==> src/rtl/dc_pkg.sv <==
//------------------------------------------------------------------------------
// dc_pkg
// Shared display-controller types: line-responder FSM encoding and DDA widths.
// Revision: 1.0
//------------------------------------------------------------------------------
`default_nettype none

package dc_pkg;

    typedef enum logic [1:0] {
        LRR_IDLE = 2'd0,
        LRR_RUN  = 2'd1,
        LRR_DONE = 2'd2
    } lrr_state_e;

    // One guard bit lets acc + step stay below 2^(W+1) without wrapping.
    localparam int DC_ACC_GUARD_BITS = 1;

    function automatic int dc_acc_width(input int coord_width);
        return coord_width + DC_ACC_GUARD_BITS;
    endfunction

endpackage

`default_nettype wire

==> src/rtl/dc_ipu_dda_stepper.sv <==
//------------------------------------------------------------------------------
// dc_ipu_dda_stepper
// Bresenham-style texture coordinate stepper for nearest-neighbour upscaling.
// Revision: 1.0
//------------------------------------------------------------------------------
`default_nettype none

module dc_ipu_dda_stepper
    import dc_pkg::*;
#(
    parameter int WIDTH = 12
) (
    input  logic             clk,
    input  logic             nrst,
    input  logic             restart,
    input  logic             advance,
    input  logic [WIDTH-1:0] step,
    input  logic [WIDTH-1:0] limit,
    output logic [WIDTH-1:0] coord
);

    localparam int ACC_W = dc_acc_width(WIDTH);

    logic [ACC_W-1:0] r_acc;
    logic [ACC_W-1:0] w_sum;
    logic [WIDTH-1:0] r_coord;

    assign w_sum = r_acc + ACC_W'(step);
    assign coord = r_coord;

    // step <= limit is assumed, so at most one coordinate increment per advance.
    always_ff @(posedge clk or negedge nrst) begin
        if (!nrst) begin
            r_acc   <= '0;
            r_coord <= '0;
        end else if (restart) begin
            r_acc   <= '0;
            r_coord <= '0;
        end else if (advance) begin
            if (w_sum >= ACC_W'(limit)) begin
                r_coord <= r_coord + WIDTH'(1);
                r_acc   <= w_sum - ACC_W'(limit);
            end else begin
                r_acc   <= w_sum;
            end
        end
    end

endmodule

`default_nettype wire

==> src/rtl/dc_ipu_line_request_responder.sv <==
//------------------------------------------------------------------------------
// dc_ipu_line_request_responder
// Accepts a line request and emits one pixel descriptor per screen column.
// Revision: 1.0
//------------------------------------------------------------------------------
`default_nettype none

module dc_ipu_line_request_responder
    import dc_pkg::*;
#(
    parameter int SCR_SIZE_WIDTH     = 12,
    parameter int SCALE_METHOD_WIDTH = 2,
    parameter int RGB_WIDTH          = 24
) (
    input  logic                          clk,
    input  logic                          nrst,
    input  logic                          en,

    input  logic                          ctl_valid,
    output logic                          ctl_ready,
    input  logic [SCR_SIZE_WIDTH-1:0]     ctl_screen_y,
    input  logic [SCR_SIZE_WIDTH-1:0]     ctl_image_offset_x,
    input  logic [SCR_SIZE_WIDTH-1:0]     ctl_image_offset_y,
    input  logic [SCR_SIZE_WIDTH-1:0]     ctl_image_width,
    input  logic [SCR_SIZE_WIDTH-1:0]     ctl_image_height,
    input  logic [SCR_SIZE_WIDTH-1:0]     ctl_screen_width,
    input  logic [SCR_SIZE_WIDTH-1:0]     ctl_tex_width,
    input  logic [SCR_SIZE_WIDTH-1:0]     ctl_tex_height,
    input  logic [SCALE_METHOD_WIDTH-1:0] ctl_scale_method,
    input  logic [RGB_WIDTH-1:0]          ctl_border_color,
    output logic                          status_done,

    output logic                          pix_valid,
    input  logic                          pix_ready,
    output logic [SCR_SIZE_WIDTH-1:0]     pix_x,
    output logic [SCR_SIZE_WIDTH-1:0]     pix_y,
    output logic [SCR_SIZE_WIDTH-1:0]     pix_tex_x,
    output logic [SCR_SIZE_WIDTH-1:0]     pix_tex_y,
    output logic                          pix_is_border,
    output logic [RGB_WIDTH-1:0]          pix_color,
    output logic [SCALE_METHOD_WIDTH-1:0] pix_scale_method,
    output logic                          pix_last
);

    localparam int W  = SCR_SIZE_WIDTH;
    localparam int AW = dc_acc_width(SCR_SIZE_WIDTH);

    lrr_state_e r_state;
    lrr_state_e w_state_next;

    logic [W-1:0]                  r_screen_y;
    logic [W-1:0]                  r_off_x;
    logic [W-1:0]                  r_off_y;
    logic [W-1:0]                  r_img_w;
    logic [W-1:0]                  r_img_h;
    logic [W-1:0]                  r_scr_w;
    logic [W-1:0]                  r_tex_w;
    logic [W-1:0]                  r_tex_h;
    logic [SCALE_METHOD_WIDTH-1:0] r_method;
    logic [RGB_WIDTH-1:0]          r_color;
    logic [W-1:0]                  r_x;

    logic         w_accept;
    logic         w_pix_hs;
    logic         w_last;
    logic         w_col_in;
    logic         w_row_in;
    logic         w_pix_in;
    logic         w_x_restart;
    logic         w_x_advance;
    logic         w_y_restart;
    logic         w_y_advance;
    logic [W-1:0] w_tex_x;
    logic [W-1:0] w_tex_y;

    // Window bounds are summed one bit wider so offsets near the top never wrap.
    assign w_col_in = (AW'(r_x) >= AW'(r_off_x)) &&
                      (AW'(r_x) <  AW'(r_off_x) + AW'(r_img_w));
    assign w_row_in = (AW'(r_screen_y) >= AW'(r_off_y)) &&
                      (AW'(r_screen_y) <  AW'(r_off_y) + AW'(r_img_h));
    assign w_pix_in = w_col_in && w_row_in;
    assign w_last   = (r_x == r_scr_w - W'(1));

    assign w_accept = ctl_valid && ctl_ready;
    assign w_pix_hs = pix_valid && pix_ready;

    always_ff @(posedge clk or negedge nrst) begin
        if (!nrst) begin
            r_state <= LRR_IDLE;
        end else begin
            r_state <= w_state_next;
        end
    end

    always_comb begin
        w_state_next = r_state;
        ctl_ready    = 1'b0;
        pix_valid    = 1'b0;
        status_done  = 1'b0;
        case (r_state)
            LRR_IDLE: begin
                ctl_ready = en && nrst;
                if (en && ctl_valid) begin
                    w_state_next = (ctl_screen_width == '0) ? LRR_DONE : LRR_RUN;
                end
            end
            LRR_RUN: begin
                pix_valid = en;
                if (en && pix_ready && w_last) begin
                    w_state_next = LRR_DONE;
                end
            end
            LRR_DONE: begin
                status_done = 1'b1;
                if (en) begin
                    w_state_next = LRR_IDLE;
                end
            end
            default: begin
                w_state_next = LRR_IDLE;
            end
        endcase
    end

    always_ff @(posedge clk or negedge nrst) begin
        if (!nrst) begin
            r_screen_y <= '0;
            r_off_x    <= '0;
            r_off_y    <= '0;
            r_img_w    <= '0;
            r_img_h    <= '0;
            r_scr_w    <= '0;
            r_tex_w    <= '0;
            r_tex_h    <= '0;
            r_method   <= '0;
            r_color    <= '0;
            r_x        <= '0;
        end else if (w_accept) begin
            r_screen_y <= ctl_screen_y;
            r_off_x    <= ctl_image_offset_x;
            r_off_y    <= ctl_image_offset_y;
            r_img_w    <= ctl_image_width;
            r_img_h    <= ctl_image_height;
            r_scr_w    <= ctl_screen_width;
            r_tex_w    <= ctl_tex_width;
            r_tex_h    <= ctl_tex_height;
            r_method   <= ctl_scale_method;
            r_color    <= ctl_border_color;
            r_x        <= '0;
        end else if (w_pix_hs) begin
            r_x        <= r_x + W'(1);
        end
    end

    // Horizontal stepper re-zeroes on the column that is about to be offset_x.
    assign w_x_restart = w_accept ||
                         (w_pix_hs && (AW'(r_x) + AW'(1) == AW'(r_off_x)));
    assign w_x_advance = w_pix_hs && w_pix_in;

    // At acceptance the latched fields still describe the previous line.
    assign w_y_restart = w_accept && (ctl_screen_y == ctl_image_offset_y);
    assign w_y_advance = w_accept && w_row_in;

    dc_ipu_dda_stepper #(
        .WIDTH   (W)
    ) u_dda_x (
        .clk     (clk),
        .nrst    (nrst),
        .restart (w_x_restart),
        .advance (w_x_advance),
        .step    (r_tex_w),
        .limit   (r_img_w),
        .coord   (w_tex_x)
    );

    dc_ipu_dda_stepper #(
        .WIDTH   (W)
    ) u_dda_y (
        .clk     (clk),
        .nrst    (nrst),
        .restart (w_y_restart),
        .advance (w_y_advance),
        .step    (ctl_tex_height),
        .limit   (ctl_image_height),
        .coord   (w_tex_y)
    );

    assign pix_x            = r_x;
    assign pix_y            = r_screen_y;
    assign pix_is_border    = !w_pix_in;
    assign pix_tex_x        = w_pix_in ? w_tex_x : '0;
    assign pix_tex_y        = w_pix_in ? w_tex_y : '0;
    assign pix_color        = r_color;
    assign pix_scale_method = r_method;
    assign pix_last         = (r_state == LRR_RUN) && w_last;

endmodule

`default_nettype wire

==> config.mk <==
export PLATFORM = sky130hd
export DESIGN_NAME = dc_ipu_line_request_responder
export DESIGN_NICKNAME = d
export VERILOG_FILES = /design/src/rtl/dc_pkg.sv /design/src/rtl/dc_ipu_dda_stepper.sv /design/src/rtl/dc_ipu_line_request_responder.sv
export SDC_FILE = /design/constraint.sdc
export NUM_CORES = 1
export LEC_CHECK = 0
export BUFFER_PORTS_ARGS = -buffer_cell sky130_fd_sc_hd__buf_4
export CORE_MARGIN = 1
export CORE_UTILIZATION = 30
export DETAILED_ROUTE_END_ITERATION = 10
export SETUP_SLACK_MARGIN = 0.3
export SYNTH_ARGS = -nofsm -noshare
export SYNTH_HDL_FRONTEND = slang
export SYNTH_SLANG_ARGS = --single-unit
==> constraint.sdc <==
create_clock -name clk -period 6.6 [get_ports clk]
set_clock_uncertainty 0.15 [all_clocks]
set_input_delay 0.33 -clock clk [delete_from_list [all_inputs] [get_ports clk]]
set_output_delay 0.33 -clock clk [all_outputs]
set_load 0.02 [all_outputs]
Yosys cells after proc, flatten, opt, wreduce, memory -nomap -nowiden
Cells that the tools add are included.
{ "word_totals": {"reg_bits": 174, "in_bits": 127, "wordCells": 90} }
{ "op_classes": {"addsub": 11, "order_cmp": 6, "eq_ne": 8, "n_mux": 24, "n_reduce_logical": 26} }
{ "op_table": {"columns": ["cell", "count"], "rows": [
  ["$mux 12", 10],
  ["$mux 13", 6],
  ["$add 12x1->12 const B", 3],
  ["$add 12x12->13", 2],
  ["$add 13x12->13", 2],
  ["$ge 13x12->1", 2],
  ["$lt 12x13->1", 2],
  ["$sub 13x12->13", 2],
  ["$eq 12x12->1", 2],
  ["$ge 12x12->1", 2],
  ["$logic_and 1x1->1", 14],
  ["$add 12x1->13 const B", 1],
  ["$eq 13x12->1", 1],
  ["$logic_not 12->1", 1],
  ["$sub 12x1->12 const B", 1],
  ["$reduce_bool 2->1", 5],
  ["$mux 2", 4],
  ["$ne 2x2->1 const B", 3],
  ["$pmux 2 s3", 1],
  ["$reduce_and 2->1", 2],
  ["$mux 1", 3],
  ["$reduce_and 3->1", 1],
  ["$eq 2x1->1 const B", 1],
  ["$eq 2x2->1 const B", 1],
  ["other kinds (3)", 3]
]} }

Longest topological paths before layout
Gate-level depths: netlist of run 1.
{ "depth": {"ltp_word": 7, "mapped_depth": 20} }

By module
From an unflattened synthesis of run 1, not the netlist that was laid out.
{ "hier_totals": {"hier_cells": 1357, "hier_area_um2": 13205.2} }
{ "by_module_without_submodules": {"columns": ["module", "instances", "cells_each", "area_each_um2", "seq_area_each_um2"], "rows": [
  ["dc_ipu_line_request_responder", 1, 757, 8100.3, 3103.0],
  ["dc_ipu_dda_stepper at u_dda_y", 1, 309, 2573.7, 625.6],
  ["dc_ipu_dda_stepper at u_dda_x", 1, 291, 2531.2, 625.6]
]} }

Least setup slack after synthesis of run 1
Ideal clock, no wire load.
{ "synth_timing": {"path_kind": "flip-flop to flip-flop", "start": "reg u_dda_y.r_acc[0]", "end": "reg u_dda_y.r_coord[11] (netlist: u_dda_y.coord[11])", "setup_ns": 0.125, "t_arrival_ns": 4.078, "path_slack_ns": 2.247, "path_stages_with_launch": 19, "n_path_buf": 1, "path_cell_list": "dfrtp_1 -> ha_1 -> fa_1 -> a211oi_2 -> o21ai_1 -> a31oi_1 -> o21ai_0 -> a21oi_1 -> xnor2_1 -> ha_1 -> nand2_2 -> o21ai_2 -> nor3_1 -> a211oi_4 -> a211oi_4 -> or4_1 -> buf_2 -> nor3_2 -> mux2_4"} }
{ "synth_between": {"elab_chain_cells": 4} }
{ "synth_rtl": {"columns": ["item", "line_no", "text"], "rows": [
  ["start: declaration", "dc_ipu_dda_stepper.sv:24", "logic [ACC_W-1:0] r_acc;"],
  ["start signal: assignment", "dc_ipu_dda_stepper.sv:42", "r_acc <= w_sum - ACC_W'(limit);"],
  ["start signal: assignment", "dc_ipu_dda_stepper.sv:44", "r_acc <= w_sum;"],
  ["$add 13x12->13", "dc_ipu_dda_stepper.sv:28", "assign w_sum = r_acc + ACC_W'(step);"],
  ["$ge 13x12->1", "dc_ipu_dda_stepper.sv:40", "if (w_sum >= ACC_W'(limit)) begin"],
  ["$reduce_bool 2->1 (no source line)", null, null],
  ["$reduce_and 2->1 (no source line)", null, null],
  ["end signal: assignment", "dc_ipu_dda_stepper.sv:41", "r_coord <= r_coord + WIDTH'(1);"],
  ["end: declaration", "dc_ipu_dda_stepper.sv:26", "logic [WIDTH-1:0] r_coord;"]
]} }
Every way passes these cells.
A chain may end at the register's enable or synchronous reset.

Worst setup path in the final report of run 1
{ "layout_timing": {"start": "reg r_off_y[0]", "end": "out pix_tex_x[4]"} }
{ "layout_between": {"elab_chain_cells": 5, "elab_cells_between_ends": 6, "cone_classes": "1 x add/sub; 2 x order compare; 1 x mux; 2 x reduce/logical"} }
{ "layout_rtl": {"columns": ["item", "line_no", "text"], "rows": [
  ["start: declaration", "dc_ipu_line_request_responder.sv:53", "logic [W-1:0] r_off_y;"],
  ["start signal: assignment", "dc_ipu_line_request_responder.sv:141", "r_off_y <= ctl_image_offset_y;"],
  ["$add 12x12->13", "dc_ipu_line_request_responder.sv:80", "(AW'(r_screen_y) < AW'(r_off_y) + AW'(r_img_h));"],
  ["$lt 12x13->1", "dc_ipu_line_request_responder.sv:80", null],
  ["$logic_and 1x1->1 *", "dc_ipu_line_request_responder.sv:79", "assign w_row_in = (AW'(r_screen_y) >= AW'(r_off_y)) &&"],
  ["$logic_and 1x1->1 *", "dc_ipu_line_request_responder.sv:81", "assign w_pix_in = w_col_in && w_row_in;"],
  ["$mux 12 *", "dc_ipu_line_request_responder.sv:191", "assign pix_tex_x = w_pix_in ? w_tex_x : '0;"],
  ["end: declaration", "dc_ipu_line_request_responder.sv:37", "output logic [SCR_SIZE_WIDTH-1:0] pix_tex_x,"]
]} }
Mark *: on every way between the ends. The rest lies on a longest branch, timed or not.

==> results.sh, run 1 <==
export IMPL_crit_chain="ha_1, inv_1, fa_1, nand2b_1, a21oi_2, nor4_1, nor2_1, a21o_1, a21oi_1, xor2_1, ha_1, a21o_1, a211oi_1, a31o_2, o221ai_2, nor2_2, inv_2, nor2_1, buf_4"
export IMPL_synth_xor_area_share_pct=6.737
export IMPL_pwr_share_comb_pct=56.6
export IMPL_p_leak_nw=7.930
export IMPL_worstHoldStart="ctl_image_height[9]"
export IMPL_clock_sinks=174
export IMPL_synth_cells=1491
export IMPL_stdcell_count=2320
export IMPL_min_to="r_img_h[9]"
export IMPL_portBuffers=205
export IMPL_cpLargestDelayFamily="simple AND/OR/NAND/NOR gates"
export IMPL_status="finished, final reports clean"
export IMPL_grt_pass1_vias=11790
export IMPL_whs_path_depth=3
export IMPL_synthFlopType="dfrtp_1"
export IMPL_dpl_cell_area_um2=14700
export IMPL_h_tree_depth=4
export IMPL_total_power_mw=6.372
export IMPL_switching_share_pct=44.22
export IMPL_synth_edff_count=0
export IMPL_yosys_area_share_simple_pct=21.32
export IMPL_layout_drive_gt1_share_pct=16.57
export IMPL_core_um2=41200
export IMPL_synth_area_mux_share_pct=2.407
export IMPL_root_buffer="clkbuf_16"
export IMPL_cts_tree="yes"
export IMPL_max_slew_margin_rel_pct=33.92
export IMPL_synth_top_family_by_area="simple AND/OR/NAND/NOR gates"
export IMPL_slowest_delay_ns=0.52
export IMPL_tightest_slew_ns=0.9880
export IMPL_internal_power_mw=3.554
export IMPL_hold_viol=0
export IMPL_dp_cells=2185
export IMPL_max_cap_violations=0
export IMPL_clock_fmax_mhz=187.5
export IMPL_ys_warnings_count=0
export IMPL_hold_class="in2reg"
export IMPL_worst_r2r_path_depth=17
export IMPL_fin_ws_ns=1.266
export IMPL_wl_per_cell_um=16.31
export IMPL_grt_max_degree=90
export IMPL_place_ws_ns=1.446
export IMPL_clock_power_share_pct=16.2
export IMPL_num_io_pins=206
export IMPL_synth_nets=1746
export IMPL_critPathSlowestCell="nor2_2"
export IMPL_crit_required_ns=6.12
export IMPL_fin_crit_sh_pct=80.81
export IMPL_place_congestion=0.9073
export IMPL_ys_ff_latch=174
export IMPL_start_util_pct=30.65
export IMPL_grt_overflow=0
export IMPL_rsz0062_at_grt="false"
export IMPL_cts_resized=0
export IMPL_syn_area_um2=12630
export IMPL_grt_antenna_before_repair=2
export IMPL_end_kind="output port"
export IMPL_arrival_ns=4.85
export IMPL_rows=74
export IMPL_pwr_share_seq_pct=27.2
export IMPL_die_w_um=207.2
export IMPL_avgSynthCellArea_um2=8.471
export IMPL_design_area_um2=16290
export IMPL_numCtsBuffers=17
export IMPL_maxSlewViolCount=0
export IMPL_track_usage_pct=17.97
export IMPL_synthAdderAreaFrac_pct=13.04
export IMPL_ys_seq_area_share_pct=34.48
export IMPL_crit_type="reg2out"
export IMPL_area_growth_pct=28.99
export IMPL_power_density_nw_per_um2=391.1
export IMPL_clkSlewWorstSetupHoldPaths_ns=0.07
export IMPL_grt_pass1_wl_um=61660
export IMPL_setup_viol=0
export IMPL_r2r_slack_ns=1.47
export IMPL_synthArstFlopShare_pct=100.0
export IMPL_r2r_end="u_dda_y.coord[11]"
export IMPL_route_vias_total=11630
export IMPL_rr_startpoint="u_dda_y.r_acc[0]"
export IMPL_p_switching_mw=2.817
export IMPL_fin_nets=2028
export IMPL_die_area_um2=42920
export IMPL_tns_ns=0
export IMPL_clock_latency_ns=0.47
export IMPL_vias_per_cell=5.013
export IMPL_crit_path_start_kind="flop"
export IMPL_irDropWorstVdd_uv=174.3
export IMPL_drt_total_wl_um=37830
export IMPL_yosysUniqueCellTypes=84
export IMPL_critical_path_buf_inv_count=3
export IMPL_ant_nets=0
export IMPL_first_iter_violations=614
export IMPL_path_max_fanout=16
export IMPL_period_minus_slack_ns=5.334
export IMPL_dieHeight_um=207.2
export IMPL_dpl_hpwl_um=27990
export IMPL_clk_path_buf_depth=2
export IMPL_synth_compound_area_share_pct=17.79
export IMPL_drt_first_pass_iters=5
export IMPL_drc=0
[cells in the mapped netlist, drive strengths merged, types with 8 or more instances]
master,number,area share [%]
a211oi,20,1.4
a21o,22,1.3
a21oi,77,3.1
a31oi,15,0.74
and2,22,1.1
and3,9,0.45
buf,22,0.86
clkbuf,29,0.87
dfrtp,174,34
ha,122,12
inv,84,2.5
mux2,16,1.5
mux2i,12,0.95
nand2,275,8.2
nand2b,14,0.69
nand3,44,1.8
nand4,17,0.84
nor2,100,3.0
nor2b,14,0.69
nor3,35,1.6
nor4,15,0.74
o211ai,8,0.48
o21a,21,1.2
o21ai,132,5.3
or3,10,0.53
xnor2,51,3.5
xor2,41,2.8
[final cells by class]
class	instances	area, um2
fillers	4121	24910
flip-flops and latches	174	4354
inverters	84	315.3
repair buffers	314	2616
clock buffers	21	470.5
clock inverters	11	106.4
diodes	2	5.005
multi-input cells	1182	7757
well taps	532	665.6
[layer usage]
| layer | track usage (%) | part of all wire (%) | vias up |
|---|---|---|---|
| li1 | - | - | 5790 |
| met4 | 6.253 | 2.0 | 0 |
| met2 | 29.94 | 48 | 270 |
| met5 | 0 | 0 | - |
| met3 | 3.532 | 4.3 | 42 |
| met1 | 23.13 | 46 | 5529 |
[cells in the final DEF (no fill, tap or decap), types with 8 or more instances in the layout]
cell / count
mux2_2: 15
ha_1: 122
o21ai_1: 9
o21ai_0: 121
xor2_1: 41
or3_1: 9
a21oi_1: 76
dfrtp_1: 174
nor4_1: 15
nand2b_1: 14
and3_1: 9
buf_4: 212
nor2_1: 98
and2_1: 21
xnor2_1: 51
nor2b_1: 14
mux2i_1: 12
a31oi_1: 14
a211oi_1: 17
a21o_1: 22
nor3_1: 30
clkbuf_16: 17
o211ai_1: 8
nand3_1: 43
inv_1: 83
o21a_1: 21
nand2_1: 272
nand4_1: 17
dlygate4sd3_1: 101
[timing repair]
| item | 4_1_cts | 5_1_grt |
|---|---|---|
| buffers inserted | 0 | 0 |
| hold buffers | 101 | 0 |
| hold endpoints to repair | 179 | 0 |
[worst register-to-register path, stage by stage, from the launching register on]
cell and delay, ns:
dfrtp_1 0.39, ha_1 0.23, fa_1 0.45, a211oi_2 0.27
o21ai_1 0.14, a31oi_1 0.30, o21ai_0 0.12, a21oi_1 0.18
xnor2_1 0.18, ha_1 0.33, a21oi_1 0.19, o21ai_2 0.09
nor3_1 0.32, a211oi_4 0.13, a211oi_4 0.84, or4_1 0.35
nor3_2 0.07, mux2_4 0.29
[power by group through the flow]
| stage | combinational, mW | clock, mW | sequential [mW] |
|---|---|---|---|
| after global routing | 4.07 | 1.10 | 1.79 |
| after CTS | 3.60 | 1.07 | 1.74 |
| after detailed placement | 3.53 | 0 | 1.75 |
| after global placement | 3.44 | 0 | 1.75 |
| after floorplan | 2.57 | 0 | 1.75 |
| final | 3.60 | 1.03 | 1.74 |
[cell families after synthesis]
group,after synthesis
AO/OA/AOI/OAI,350
XOR/XNOR,94
AND/OR/NAND/NOR,582
buffers and inverters,135
multiplexers,28
adder cells (fa/ha/maj),128
flip-flops,174
[registers in the layout (all words and copies together) (netlist names)]
name and count:
pix_scale_method 2, r_off_x 12, pix_y 12, r_img_h 12, r_state 2, pix_x 12, u_dda_x.coord 12, pix_color 24
u_dda_y.coord 12, u_dda_x.r_acc 13, r_tex_w 12, u_dda_y.r_acc 13, r_scr_w 12, r_off_y 12, r_img_w 12
[worst max path at each step]
stage | slack, ns | start | end | cells past startpoint
final | 1.27 | r_off_y[0] | pix_tex_x[4] | 19
after floorplan | 2.25 | u_dda_y.r_acc[0] | u_dda_y.coord[11] | 18
after detailed placement | 1.45 | ctl_tex_height[0] | u_dda_y.coord[11] | 18
after global placement | 1.54 | ctl_tex_height[0] | u_dda_y.coord[11] | 18
after global routing | 0.81 | r_off_y[0] | pix_tex_y[10] | 19
after CTS | 1.19 | r_off_y[0] | pix_tex_x[4] | 19
[through the flow]
step / hold WS [ns] / utilization, %
final: 0.02905 / 39.54
after global routing: 0.01687 / 39.53
after detailed placement: 0.2940 / 35.67
after CTS: 0.002580 / 39.53
after floorplan: -0.1156 / -
after global placement: 0.3025 / 35.67
No activity file was read; power rests on OpenSTA's default activity.
==> run 2: changes to the inputs <==
clock period = 5.35 ns   (was 6.6 ns; I/O delays follow)
==> results.sh, run 2 (synthesis results as in run 1) <==
export IMPL_end_kind="flop"
export IMPL_h_tree_depth=4
export IMPL_grt_antenna_before_repair=1
export IMPL_grt_busiest_layer="met2"
export IMPL_clock_power_share_pct=17.4
export IMPL_place_congestion=0.8883
export IMPL_clock_sinks=174
export IMPL_total_power_mw=8.003
export IMPL_portBuffers=205
export IMPL_ant_nets=0
export IMPL_first_iter_violations=576
export IMPL_p_switching_mw=3.449
export IMPL_clock_latency_ns=0.45
export IMPL_crit_path_start_kind="flop"
export IMPL_grt_util_met2_pct=30.36
export IMPL_grt_max_degree=85
export IMPL_num_io_pins=206
export IMPL_pwr_share_seq_pct=26.7
export IMPL_final_cell_mix="272 x nand2_1, 216 x buf_4, 174 x dfrtp_1, 122 x ha_1, 121 x o21ai_0"
export IMPL_die_w_um=207.2
export IMPL_final_common_cell="nand2_1"
export IMPL_wl_per_cell_um=16.38
export IMPL_path_max_fanout=27
export IMPL_hold_class="in2reg"
export IMPL_crit_required_ns=5.53
export IMPL_grt_pass1_wl_um=61290
export IMPL_clk_path_buf_depth=2
export IMPL_layout_drive_gt1_share_pct=16.57
export IMPL_cts_tree="yes"
export IMPL_crit_type="reg2reg"
export IMPL_switching_share_pct=43.09
export IMPL_maxSlewViolCount=0
export IMPL_internal_power_mw=4.554
export IMPL_numCtsBuffers=17
export IMPL_dieHeight_um=207.2
export IMPL_nFillCells=4149
export IMPL_dpl_hpwl_um=28320
export IMPL_track_usage_pct=17.86
export IMPL_period_minus_slack_ns=4.897
export IMPL_rows=74
export IMPL_p_leak_nw=8.037
export IMPL_largest_register_ffs=24
export IMPL_setup_viol=0
export IMPL_tns_ns=0
export IMPL_area_growth_pct=30.90
export IMPL_route_vias_total=11770
export IMPL_max_slew_margin_rel_pct=23.76
export IMPL_power_density_nw_per_um2=484.1
export IMPL_die_area_um2=42920
export IMPL_irDropWorstVdd_uv=196.9
export IMPL_core_um2=41200
export IMPL_vias_per_cell=5.051
export IMPL_hold_viol=0
export IMPL_grt_pass1_vias=11740
export IMPL_grt_overflow=0
export IMPL_fin_crit_sh_pct=91.53
export IMPL_fin_nets=2044
export IMPL_arrival_ns=5.07
export IMPL_tightest_slew_ns=1.139
export IMPL_start_util_pct=30.65
export IMPL_grt_met1_usage_pct=22.96
export IMPL_drc=0
export IMPL_root_buffer="clkbuf_16"
export IMPL_rsz0062_at_grt="true"
export IMPL_clkSlewWorstSetupHoldPaths_ns=0.07
export IMPL_pwr_share_comb_pct=55.9
export IMPL_drt_total_wl_um=38180
export IMPL_clock_fmax_mhz=204.2
export IMPL_status="finished, final reports clean"
export IMPL_gr_usage_met3_pct=3.730
export IMPL_drt_first_pass_iters=7
export IMPL_max_cap_violations=0
run 2: per-stage QoR:
stage / util, % / std cells / hold slack, ns / setup slack, ns / instance area, um2
finish: 40.12 / 2331 / 0.03437 / 0.4534 / 16530
detailed placement: 35.71 / 2187 / 0.02412 / 0.4818 / 14710
global placement: 35.71 / 2187 / 0.02458 / 0.5629 / 14710
floorplan: - / 1491 / -0.1781 / 0.9970 / 12630
CTS: 40.00 / 2328 / 0.003174 / 0.3273 / 16480
global route: 40.12 / 2331 / 0.01771 / 0.2620 / 16530
run 2: area by class of cell:
type	count	area [um2]	area share [%]
multi-input cells	1182	7792	47.14
flip-flops and latches	174	4354	26.34
repair buffers	330	2776	16.79
well taps	532	665.6	4.026
clock buffers	21	460.4	2.785
inverters	84	317.8	1.922
clock inverters	7	162.7	0.9839
diodes	1	2.502	0.01514
run 2: worst paths after layout:
| kind | startpoint | end | slack, ns | cells after the start |
|---|---|---|---|---|
| max in group asynchronous | nrst | r_img_h[7] | 3.37 | 4 |
| setup reg to reg | u_dda_y.r_acc[0] | u_dda_y.r_acc[12] | 0.45 | 18 |
| hold / removal | en | r_state[0] | 0.03 | 3 |
| min in group asynchronous | nrst | r_off_x[3] | 0.11 | 2 |
| setup / recovery | u_dda_y.r_acc[0] | u_dda_y.r_acc[12] | 0.45 | 18 |
| hold reg to reg | pix_color[13] | pix_color[13] | 0.33 | 2 |
run 2: what timing repair did:
action,in CTS,in global routing
buffers inserted,1,2
gates cloned,0,0
pin swaps,1,2
hold endpoints to repair,133,0
setup endpoints to repair,17,44
gates resized for setup,1,5
hold buffers,112,0
run 2: power by group through the flow:
stage	Combinational (mW)	Clock, mW	Sequential (mW)
2_1_floorplan	3.18	0	2.15
3_3_place_gp	4.28	0	2.14
3_5_place_dp	4.37	0	2.15
4_1_cts	4.47	1.43	2.13
5_1_grt	5.05	1.48	2.19
6_report	4.47	1.39	2.13
run 2: critical path: stages, from the launching register on:
cell and delay (ns):
dfrtp_1 0.39, ha_1 0.23, fa_1 0.44, a211oi_2 0.30
o21ai_1 0.16, a31oi_1 0.29, o21ai_0 0.13, a21oi_1 0.20
xnor2_1 0.18, ha_1 0.33, a21oi_1 0.19, o21ai_2 0.10
nor3_1 0.31, a211oi_4 0.13, a211oi_4 0.28, buf_4 0.34
and3b_1 0.22, o311ai_1 0.26, o41ai_1 0.11
run 2: metal layers:
| metal | part of all wire [%] | up-vias | wire [um] |
|---|---|---|---|
| li1 | - | 5817 | - |
| met1 | 46 | 5679 | 17750 |
| met2 | 48 | 244 | 18260 |
| met3 | 4.3 | 34 | 1640 |
| met4 | 1.4 | 0 | 531 |
| met5 | 0 | - | 0 |
